===== src/rtl/ky32_mul_iter.sv =====
// ky32_mul_iter: iterative unsigned 32x32->64 shift-add multiplier.
// One add per BUSY cycle through a 32-bit carry-lookahead adder (cla32).
// Optional macro KY32_MUL_EARLY_EXIT_EN: finish as soon as the remaining
// multiplier bits are all zero, aligning the partial product with a shift.

// 32-bit two-level carry-lookahead adder (8 groups of 4 bits).
module cla32 (
    input  logic [31:0] a,
    input  logic [31:0] b,
    input  logic        c,
    output logic [31:0] sum,
    output logic        g_o,
    output logic        p_o
);
    logic [31:0] w_g;
    logic [31:0] w_p;
    logic [31:0] w_c;

    assign w_g = a & b;
    assign w_p = a ^ b;

    // Group generate/propagate, group carries, then per-bit lookahead carries.
    always_comb begin
        logic [7:0] gg;
        logic [7:0] gp;
        logic [8:0] cg;
        w_c = '0;
        gg  = '0;
        gp  = '0;
        cg  = '0;
        cg[0] = c;
        for (int j = 0; j < 8; j++) begin
            gg[j] = w_g[4*j+3] | (w_p[4*j+3] & w_g[4*j+2])
                  | (w_p[4*j+3] & w_p[4*j+2] & w_g[4*j+1])
                  | (w_p[4*j+3] & w_p[4*j+2] & w_p[4*j+1] & w_g[4*j]);
            gp[j] = &w_p[4*j +: 4];
            cg[j+1] = gg[j] | (gp[j] & cg[j]);
            w_c[4*j]   = cg[j];
            w_c[4*j+1] = w_g[4*j] | (w_p[4*j] & cg[j]);
            w_c[4*j+2] = w_g[4*j+1] | (w_p[4*j+1] & w_g[4*j])
                       | (w_p[4*j+1] & w_p[4*j] & cg[j]);
            w_c[4*j+3] = w_g[4*j+2] | (w_p[4*j+2] & w_g[4*j+1])
                       | (w_p[4*j+2] & w_p[4*j+1] & w_g[4*j])
                       | (w_p[4*j+2] & w_p[4*j+1] & w_p[4*j] & cg[j]);
        end
    end

    // Block-level generate/propagate so the caller can form carry-out.
    always_comb begin
        g_o = 1'b0;
        for (int j = 0; j < 32; j++)
            g_o = w_g[j] | (w_p[j] & g_o);
    end

    assign p_o = &w_p;
    assign sum = w_p ^ w_c;
endmodule

module ky32_mul_iter #(
    parameter int WIDTH = 32
) (
    input  logic               clk,
    input  logic               rst,
    input  logic               in_valid,
    output logic               in_ready,
    input  logic [WIDTH-1:0]   a,
    input  logic [WIDTH-1:0]   b,
    output logic               out_valid,
    input  logic               out_ready,
    output logic [2*WIDTH-1:0] p,
    output logic               busy
);
    if (WIDTH != 32) begin : g_width_chk
        $error("ky32_mul_iter: only WIDTH=32 is supported");
    end

    typedef enum logic [1:0] {S_IDLE, S_BUSY, S_DONE} state_t;

    state_t      r_state;
    state_t      w_next;
    logic [31:0] r_m;
    logic [31:0] r_acc;
    logic [31:0] r_q;
    logic [4:0]  r_k;
    logic [63:0] r_p;

    logic [31:0] w_addb;
    logic [31:0] w_sum;
    logic        w_g;
    logic        w_pp;
    logic        w_cout;
    logic [31:0] w_acc_n;
    logic [31:0] w_q_n;
    logic        w_last;
    logic        w_skip;
`ifdef KY32_MUL_EARLY_EXIT_EN
    logic [5:0]  w_shamt;
    assign w_skip  = ((r_q & (32'hFFFF_FFFF >> r_k)) == 32'h0);
    assign w_shamt = 6'd32 - {1'b0, r_k};
`else
    assign w_skip  = 1'b0;
`endif

    assign w_addb = r_q[0] ? r_m : 32'h0;

    cla32 u_cla (
        .a   (r_acc),
        .b   (w_addb),
        .c   (1'b0),
        .sum (w_sum),
        .g_o (w_g),
        .p_o (w_pp)
    );

    // Carry-in is tied low, so the p_o term is kept only for clarity of intent.
    assign w_cout  = w_g | (w_pp & 1'b0);
    assign w_acc_n = {w_cout, w_sum[31:1]};
    assign w_q_n   = {w_sum[0], r_q[31:1]};
    assign w_last  = (r_k == 5'd31) || w_skip;

    // State register.
    always_ff @(posedge clk or posedge rst) begin
        if (rst) r_state <= S_IDLE;
        else     r_state <= w_next;
    end

    // Next-state logic.
    always_comb begin
        w_next = r_state;
        case (r_state)
            S_IDLE:  if (in_valid) w_next = S_BUSY;
            S_BUSY:  if (w_last)   w_next = S_DONE;
            S_DONE:  if (out_ready) w_next = S_IDLE;
            default: w_next = S_IDLE;
        endcase
    end

    // Handshake and status outputs decoded from state.
    always_comb begin
        in_ready  = (r_state == S_IDLE);
        out_valid = (r_state == S_DONE);
        busy      = (r_state != S_IDLE);
    end

    // Shift-add datapath: {ACC,Q} shifts right 65 bits wide each BUSY cycle.
    always_ff @(posedge clk or posedge rst) begin
        if (rst) begin
            r_m   <= '0;
            r_acc <= '0;
            r_q   <= '0;
            r_k   <= '0;
            r_p   <= '0;
        end else begin
            case (r_state)
                S_IDLE: if (in_valid) begin
                    r_m   <= a;
                    r_acc <= '0;
                    r_q   <= b;
                    r_k   <= '0;
                end
                S_BUSY: begin
`ifdef KY32_MUL_EARLY_EXIT_EN
                    if (w_skip) begin
                        r_p <= {r_acc, r_q} >> w_shamt;
                    end else
`endif
                    begin
                        r_acc <= w_acc_n;
                        r_q   <= w_q_n;
                        r_k   <= r_k + 5'd1;
                        if (r_k == 5'd31) r_p <= {w_acc_n, w_q_n};
                    end
                end
                default: ;
            endcase
        end
    end

    assign p = r_p;
endmodule


===== config.mk =====
export PLATFORM = sky130hd
export DESIGN_NAME = ky32_mul_iter
export DESIGN_NICKNAME = d
export VERILOG_FILES = /design/src/rtl/ky32_mul_iter.sv
export SDC_FILE = /design/constraint.sdc
export NUM_CORES = 1
export LEC_CHECK = 0
export ABC_AREA = 1
export CAP_MARGIN = 20
export CORE_MARGIN = 2
export CORE_UTILIZATION = 37
export CTS_CLUSTER_SIZE = 8
export DETAILED_ROUTE_END_ITERATION = 12
export PLACE_DENSITY = 0.69
export SYNTH_ARGS = -nofsm -noshare
export SYNTH_HDL_FRONTEND = slang
export SYNTH_SLANG_ARGS = --single-unit

===== constraint.sdc =====
create_clock -name clk -period 7.5 [get_ports clk]
set_clock_uncertainty 0.05 [all_clocks]
set_input_delay 1.5 -clock clk [delete_from_list [all_inputs] [get_ports clk]]
set_output_delay 1.5 -clock clk [all_outputs]
set_load 0.005 [all_outputs]

==> summary.md, run 1 <==
| Metric | Value |
|---|---|
| Dpl hpwl | 12060 um |
| GRT Util Overall | 16.69% |
| Async S/R FF share, synth | 100.0% |
| Residual DRC count | 0 |
| Hold Buf Count CTS | 0 |
| LEAKAGE | just under 5 nW |
| Nets | 1084 |
| Tmin final | ~3900 ps |
| Die Width | around 150 um |
| Synth top area share | a little over half |
| Worst vdd ir | 0.2008 mV |
| Synth Register Bits | approximately 170 |
| Count of input and output buffers | roughly 130 |
| Clock transition at the registers of the reported paths | 60 ps |
| Warnings, synthesis | 0 |
| Pwr dens | between 400 and 500 mW/mm2 |
| Max-cap violations | 0 |
| CP Class | in -> reg |
| Total clock sinks | between 150 and 200 |
| Endpoints failing hold | 0 |
| DR vias/cell | between 4 and 5 |
| Sequential area share after synthesis | a little over half |
| Htree depth | 4 |
| Max Freq | about 260 MHz |
| First-pass GRT wire length | 29890 um |
| Cell row count | 53 |
| Initial antenna violation count | 0 |
| CP Launch Type | primary input |
| Clock tree buffer depth | 2 |
| Fin cells | ~1.3k |
| Antenna Cells | 0 |
| Syn_area_per_cell | 9.388 um2 |
| Full die area | between 0.02 and 0.025 mm2 |
| Hold WC Path Type | reg -> reg |
| CP delay by family, top | buffers and inverters |
| Outcome | completed |
| Finish-stage setup viols | 0 |
| GPL Wtd Cong | 0.7999 |
| Drt total wl | around 18000 um |
| Cells after DPL | around 1.2k |
| Antenna viol nets, final | 0 |
| Critical-path cell list | clkdlybuf4s50_1 -> nand2_2 -> buf_4 -> nand2_1 -> buf_4 -> clkinv_1 -> buf_4 -> a221oi_1 |
| First drt pass iteration count | 4 |
| Post-CTS Setup Bufs | 0 |
| Mapped Nets | 964 |
| Slew Viols, Final | 0 |
| Yosys cell types | 34 |
| CTS tree | built |
| CP most frequent cell | buf_4 |
| Dominant cells by area after synthesis | dfrtp_1 (52%), nand2_1 (9.7%), o21ai_0 (5.7%) |
| Arr. time, crit path | approximately 4200 ps |
| Inserted Clock Buffers | 17 |
| Slew @ Worst Pin | 914.1 ps |
| Syn Std Cell Area | about 0.008 mm2 |
| Total vias in the final route | between 6k and 7k |
| Most area-hungry cell type in the Yosys netlist | dfrtp_1 |
| Crit-path slowest cell | clkinv_1 |
| CP max FO | 52 |
| Final core utilization | roughly half |
| Die H | ~150 um |
| # IOs | about 140 |
| CP endpoint kind | flip-flop |
| Mapped Cells | around 850 |
| Rel. slew slack | about two fifths |
| WP buf/inv | 5 |
| Clock root buffer | clkbuf_16 |
| Vias in the first global route | around 6.1k |
| CORE AREA | ~0.021 mm2 |
| Fin Setup TNS | 0 ps |
| Share of cells above drive strength 1 | a little over a tenth |
| Layout area overhead | 27.23% |
| Crit path largest cell delay | approximately 520 ps |
| DRT iter0 DRCs | approximately 290 |
| RSZ-0062 raised after global routing | false |
| Largest net degree at the start of global routing | between 100 and 150 |
| Crit share post-route | between 50 and 60% |
| Critical Path RT | 7760 ps |
| EDFF count, synth | 0 |
| Initial core utilization | 37.85% |
| Post-CTS resize count | 0 |
| Worst-Skew Late Latency | roughly 430 ps |
| Synth Flop Type | dfrtp_1 |
| Wire per inst | approximately 14 um |
| Gr ovfl total | 0 |
## per-layer routing
layer  part of all wire [%]  vias up  track usage [%]
met5                      0        -                0
met4                   0.53        0            4.112
met3                    7.1       10            3.765
met2                     45      158            26.43
met1                     47     2896            23.34
li1                       -     3021                -
## report_power, final
| group | total (mW) | internal [mW] | switching (mW) |
|---|---|---|---|
| sequential | 1.52 | 1.32 | 0.196 |
| clock | 0.852 | 0.466 | 0.386 |
| combinational | 2.45 | 1.07 | 1.37 |
## cell usage in the layout (no fill, tap or decap), types with 10 or more instances in the layout
master,netlist,layout
a21oi_1,19,19
a221oi_1,17,17
clkbuf_16,0,17
clkdlybuf4s50_1,0,134
dfrtp_1,167,167
ha_1,34,34
inv_1,103,102
mux2_2,32,32
nand2_1,208,206
nand2_2,20,21
nand3_1,10,10
nor2_1,14,13
nor3_1,18,18
o211ai_1,14,14
o21ai_0,91,91
xor2_1,11,11
## cell usage after synthesis (all sizes together), types with 10 or more instances
cell type  count
nor3          18
nand2        231
o21ai         98
o22ai         10
a21oi         19
clkbuf        31
buf           10
nand3         11
a221oi        17
o211ai        14
inv          107
dfrtp        167
mux2          32
xor2          11
nor2          14
ha            34
## state kept, by name (all words and copies together) (netlist names)
register,cells
p,64
r_acc,32
r_k,5
r_m,32
r_q,32
r_state,2
## logic make-up (layout without fill, tap and decap cells)
logic type	Yosys count	in the layout	share of synthesized area, %
AND/OR/NAND/NOR	278	278	14.63
AO/OA/AOI/OAI	167	167	12.33
flip-flops	167	167	52.19
buffers and inverters	150	283	7.047
adder cells (fa/ha/maj)	43	43	7.562
multiplexers	32	32	4.500
XOR/XNOR	16	16	1.750
## through the flow
stage / hold WS, ps / worst slack (ps) / power (mW) / cell area [um2]
detailed placement: 419.3 / 3127 / 3.991 / 9620
global route: 456.5 / 3369 / 5.274 / 10190
floorplan: 405.3 / 1432 / 3.220 / 8008
CTS: 437.9 / 3552 / 4.874 / 10190
global placement: 414.8 / 3184 / 3.911 / 9620
finish: 431.0 / 3591 / 4.814 / 10190
## final timing paths
path                                from   endpoint  slack, ps  depth (start not counted)
worst max-delay path            in_valid    r_q[31]       3590                          8
worst max register to register    r_q[0]      p[60]       3800                         30
worst min-delay path               p[59]      p[59]        430                          2
max in group asynchronous            rst  r_acc[18]       4400                          3
min in group asynchronous            rst      p[20]       1590                          2
worst min register to register     p[59]      p[59]        430                          2
## worst register-to-register path: cells and delay by family, from the launching register on
kind | cells | cell delay (ps)
xor+xnor | 1 | 220
compound gates | 2 | 280
simple gates | 22 | 1600
buf+inv | 3 | 370
fa+ha+maj | 2 | 660
flops | 1 | 360
## area by class of cell
cell class                 count  area [um2]
sequential                   167        4179
inverter                     109       414.1
clock inverter                14       138.9
multi-input combinational    536        3282
fill                        2009       10970
clock buffer                  18       429.2
tap                          275       344.1
timing repair buffer         142        1401
(Power assumes the default switching activity.)
==> run 2, diff against run 1 <==
--- a/config.mk
+++ b/config.mk
@@ -11,7 +11,7 @@
 export CORE_UTILIZATION = 37
 export CTS_CLUSTER_SIZE = 8
 export DETAILED_ROUTE_END_ITERATION = 12
-export PLACE_DENSITY = 0.69
+export PLACE_DENSITY = 0.71
 export SYNTH_ARGS = -nofsm -noshare
 export SYNTH_HDL_FRONTEND = slang
 export SYNTH_SLANG_ARGS = --single-unit
==> constraint.sdc (replaced) <==
create_clock -name clk -period 3.2 [get_ports clk]
set_clock_uncertainty 0.05 [all_clocks]
set_input_delay 0.64 -clock clk [delete_from_list [all_inputs] [get_ports clk]]
set_output_delay 0.64 -clock clk [all_outputs]
set_load 0.005 [all_outputs]
==> run 2 against run 1 <==
The flow now finishes with violations (setup timing). Design area grew 3.1%. Count of clock-buffer cells in the layout is the same. Worst hold slack lost 28 ps. Sequential share of layout area fell by 1.2 points. Core utilization up 1.5 points. Register-to-register slack worse by 3800 ps. Global-route usage increased by 0.32 points. Combinational power increased to 2.6 times the previous value. Sequential power grew 130%. Final cell count is 2.7% higher. Critical path type is now reg -> reg. Critical endpoint is now r_acc[28]. Largest power group unchanged.
==> summary.md, run 2 (synthesized netlist as in run 1, its figures left out) <==
| Metric | Value |
|---|---|
| Outcome | finished with violations |
| Failing checks | setup timing |
| Rel. slew slack | 55.08% (+16 points) |
| Count of input and output buffers | 134 (unchanged) |
| Worst Setup SP | r_q[0] |
| Most frequent cells in the layout | nand2_1 (204), dfrtp_1 (166), clkdlybuf4s50_1 (134) |
| Crit-path slowest cell | dfrtp_2 |
| GRT Util Overall | 17.01% (+0.32 points) |
| Tmin final | 3230 ps |
| Clock root buffer | clkbuf_16 |
| LEAKAGE | 5.103 nW (+3.3%) |
| Die H | 151.1 um (unchanged) |
| Share of cells above drive strength 1 | 15.29% (+4.4 points) |
| Slew Viols, Final | 0 (unchanged) |
| Commonest non-fill, non-tap cell in the layout | nand2_1 |
| CTS tree | built |
| Die Width | 151.1 um (unchanged) |
| Initial core utilization | 37.85% (unchanged) |
| DRT iter0 DRCs | 314 (+8.7%) |
| Worst vdd ir | 0.5289 mV (+160%) |
| Max Freq | around 310 MHz |
| CP Class | reg -> reg |
| Largest net degree at the start of global routing | 100 (-2.9%) |
| Critical R2R Launch | r_q[0] |
| DR vias/cell | 4.808 (-0.35%) |
| Endpoints failing hold | 0 (unchanged) |
| Dpl hpwl | 12650 um (+4.9%) |
| Clock tree buffer depth | 2 (unchanged) |
| CP Launch Type | flip-flop |
| Total vias in the final route | 6227 (+2.3%) |
| Cell row count | 53 (unchanged) |
| Max reg flops | 64 (unchanged) |
| Max-cap violations | 0 (unchanged) |
| CP most frequent cell | nand2_2 |
| Critical Path RT | 3450 ps (-4310 ps) |
| GPL Wtd Cong | 0.8036 (+0.46%) |
| Worst-Skew Late Latency | 440 ps (about the same) |
| Full die area | 0.02284 mm2 (unchanged) |
| Pwr dens | 1129 mW/mm2 (+140%) |
| First-pass GRT wire length | 30330 um (+1.5%) |
| CORE AREA | 0.02115 mm2 (unchanged) |
| Setup WS post-layout | -30.09 ps (-3621 ps) |
| Htree depth | 4 (unchanged) |
| Worst hold margin | 402.8 ps (-28.23 ps) |
| Wire per inst | 14.30 um (-0.85%) |
| RSZ-0062 raised after global routing | true |
| Crit share post-route | 100.9% |
| Inserted Clock Buffers | 17 (unchanged) |
| Slew @ Worst Pin | 673.7 ps (-240.4 ps) |
| Vias in the first global route | 6117 (+0.76%) |
| Antenna Cells | 0 (unchanged) |
| Nets | 1118 (+3.1%) |
| CP max FO | 5 (-90%) |
| Initial antenna violation count | 0 (unchanged) |
| Total clock sinks | 167 (unchanged) |
| Residual DRC count | 0 (unchanged) |
| First drt pass iteration count | 4 (unchanged) |
| Layout area overhead | 31.17% |
| Gr ovfl total | 0 (unchanged) |
| Drt total wl | 18520 um (+1.8%) |
| Finish-stage setup viols | 7 (+7) |
| Final core utilization | 49.65% (+1.5 points) |
| Clock transition at the registers of the reported paths | 60 ps (about the same) |
| Hold WC Path Type | in -> async |
| Arr. time, crit path | 3480 ps (-690 ps) |
| Crit path largest cell delay | 440 ps (-80 ps) |
| # IOs | 135 (unchanged) |
| CP endpoint kind | flip-flop |
| Antenna viol nets, final | 0 (unchanged) |
[run 2: cell count changes in the layout (fill, tap and decap cells not counted), sizes merged]
cell	change
buf	+34
bufinv	-1
clkinvlp	+2
clkinv	+1
inv	-2
[run 2: area by class of cell]
class / instances / area, um2
fillers: 1960 / 10650
clock inverters: 14 / 113.9
flip-flops and latches: 167 / 4180
clock buffers: 18 / 439.2
inverters: 109 / 412.9
well taps: 275 / 344.1
multi-input cells: 536 / 3328
repair buffers: 176 / 1685
[run 2: repair_timing]
| action | in CTS | in global routing |
|---|---|---|
| buffers inserted | 15 | 2 |
| resized for setup | 8 | 14 |
| endpoints found under the setup margin | 14 | 32 |
| pin swaps | 7 | 12 |
| hold buffers | 0 | 0 |
[run 2: stage by stage]
stage                     setup slack, ps  instances  instance area (um2)  setup TNS, ps  power, mW
after floorplan                     4.584        853                 8029              0      7.570
after global placement             -43.07       1246                 9774         -67.89      9.361
after detailed placement           -123.7       1246                 9774          -1050      9.561
after CTS                          -40.63       1293                10470         -184.8      11.87
after global routing               -361.6       1295                10500          -6541      13.00
final                              -30.09       1295                10500         -135.7      11.86
[run 2: per-layer routing]
layer  track usage [%]  vias up  part of all wire [%]
li1                  -     3089                     -
met1             23.53     2970                    48
met2             26.32      149                    45
met4             5.234        0                   1.2
met3             4.367       19                   6.0
met5                 0        -                     0
[run 2: final timing paths]
path | end | slack (ps) | depth (start not counted)
max | r_acc[28] | -30 | 32
min reg2reg | p[57] | 430 | 2
max reg2reg | r_acc[28] | -30 | 32
min | p[36] | 400 | 2
min in group clk | p[57] | 430 | 2
max in group asynchronous | r_k[3] | 1930 | 3
[run 2: critical path: cells and delay by family (launching register included)]
family / cells / cell delay [ps]
flip-flops: 1 / 440
adder cells (fa/ha/maj): 2 / 580
XOR/XNOR: 1 / 170
AO/OA/AOI/OAI: 2 / 220
buffers and inverters: 5 / 290
AND/OR/NAND/NOR: 22 / 1330
[run 2: where the power goes]
part	total [mW]	leakage, nW	internal (mW)	switching, mW
clock network	1.93	0.266	1.03	0.905
logic	6.36	2.78	2.98	3.38
registers	3.57	2.05	3.10	0.471
==> run 3, diff against run 2 <==
--- a/config.mk
+++ b/config.mk
@@ -11,6 +11,7 @@
 export CORE_UTILIZATION = 37
 export CTS_CLUSTER_SIZE = 8
 export DETAILED_ROUTE_END_ITERATION = 12
+export GPL_TIMING_DRIVEN = 1
 export PLACE_DENSITY = 0.71
 export SYNTH_ARGS = -nofsm -noshare
 export SYNTH_HDL_FRONTEND = slang
==> results of run 3 <==
Final layout, timing and power as in run 2 (identical DEF).
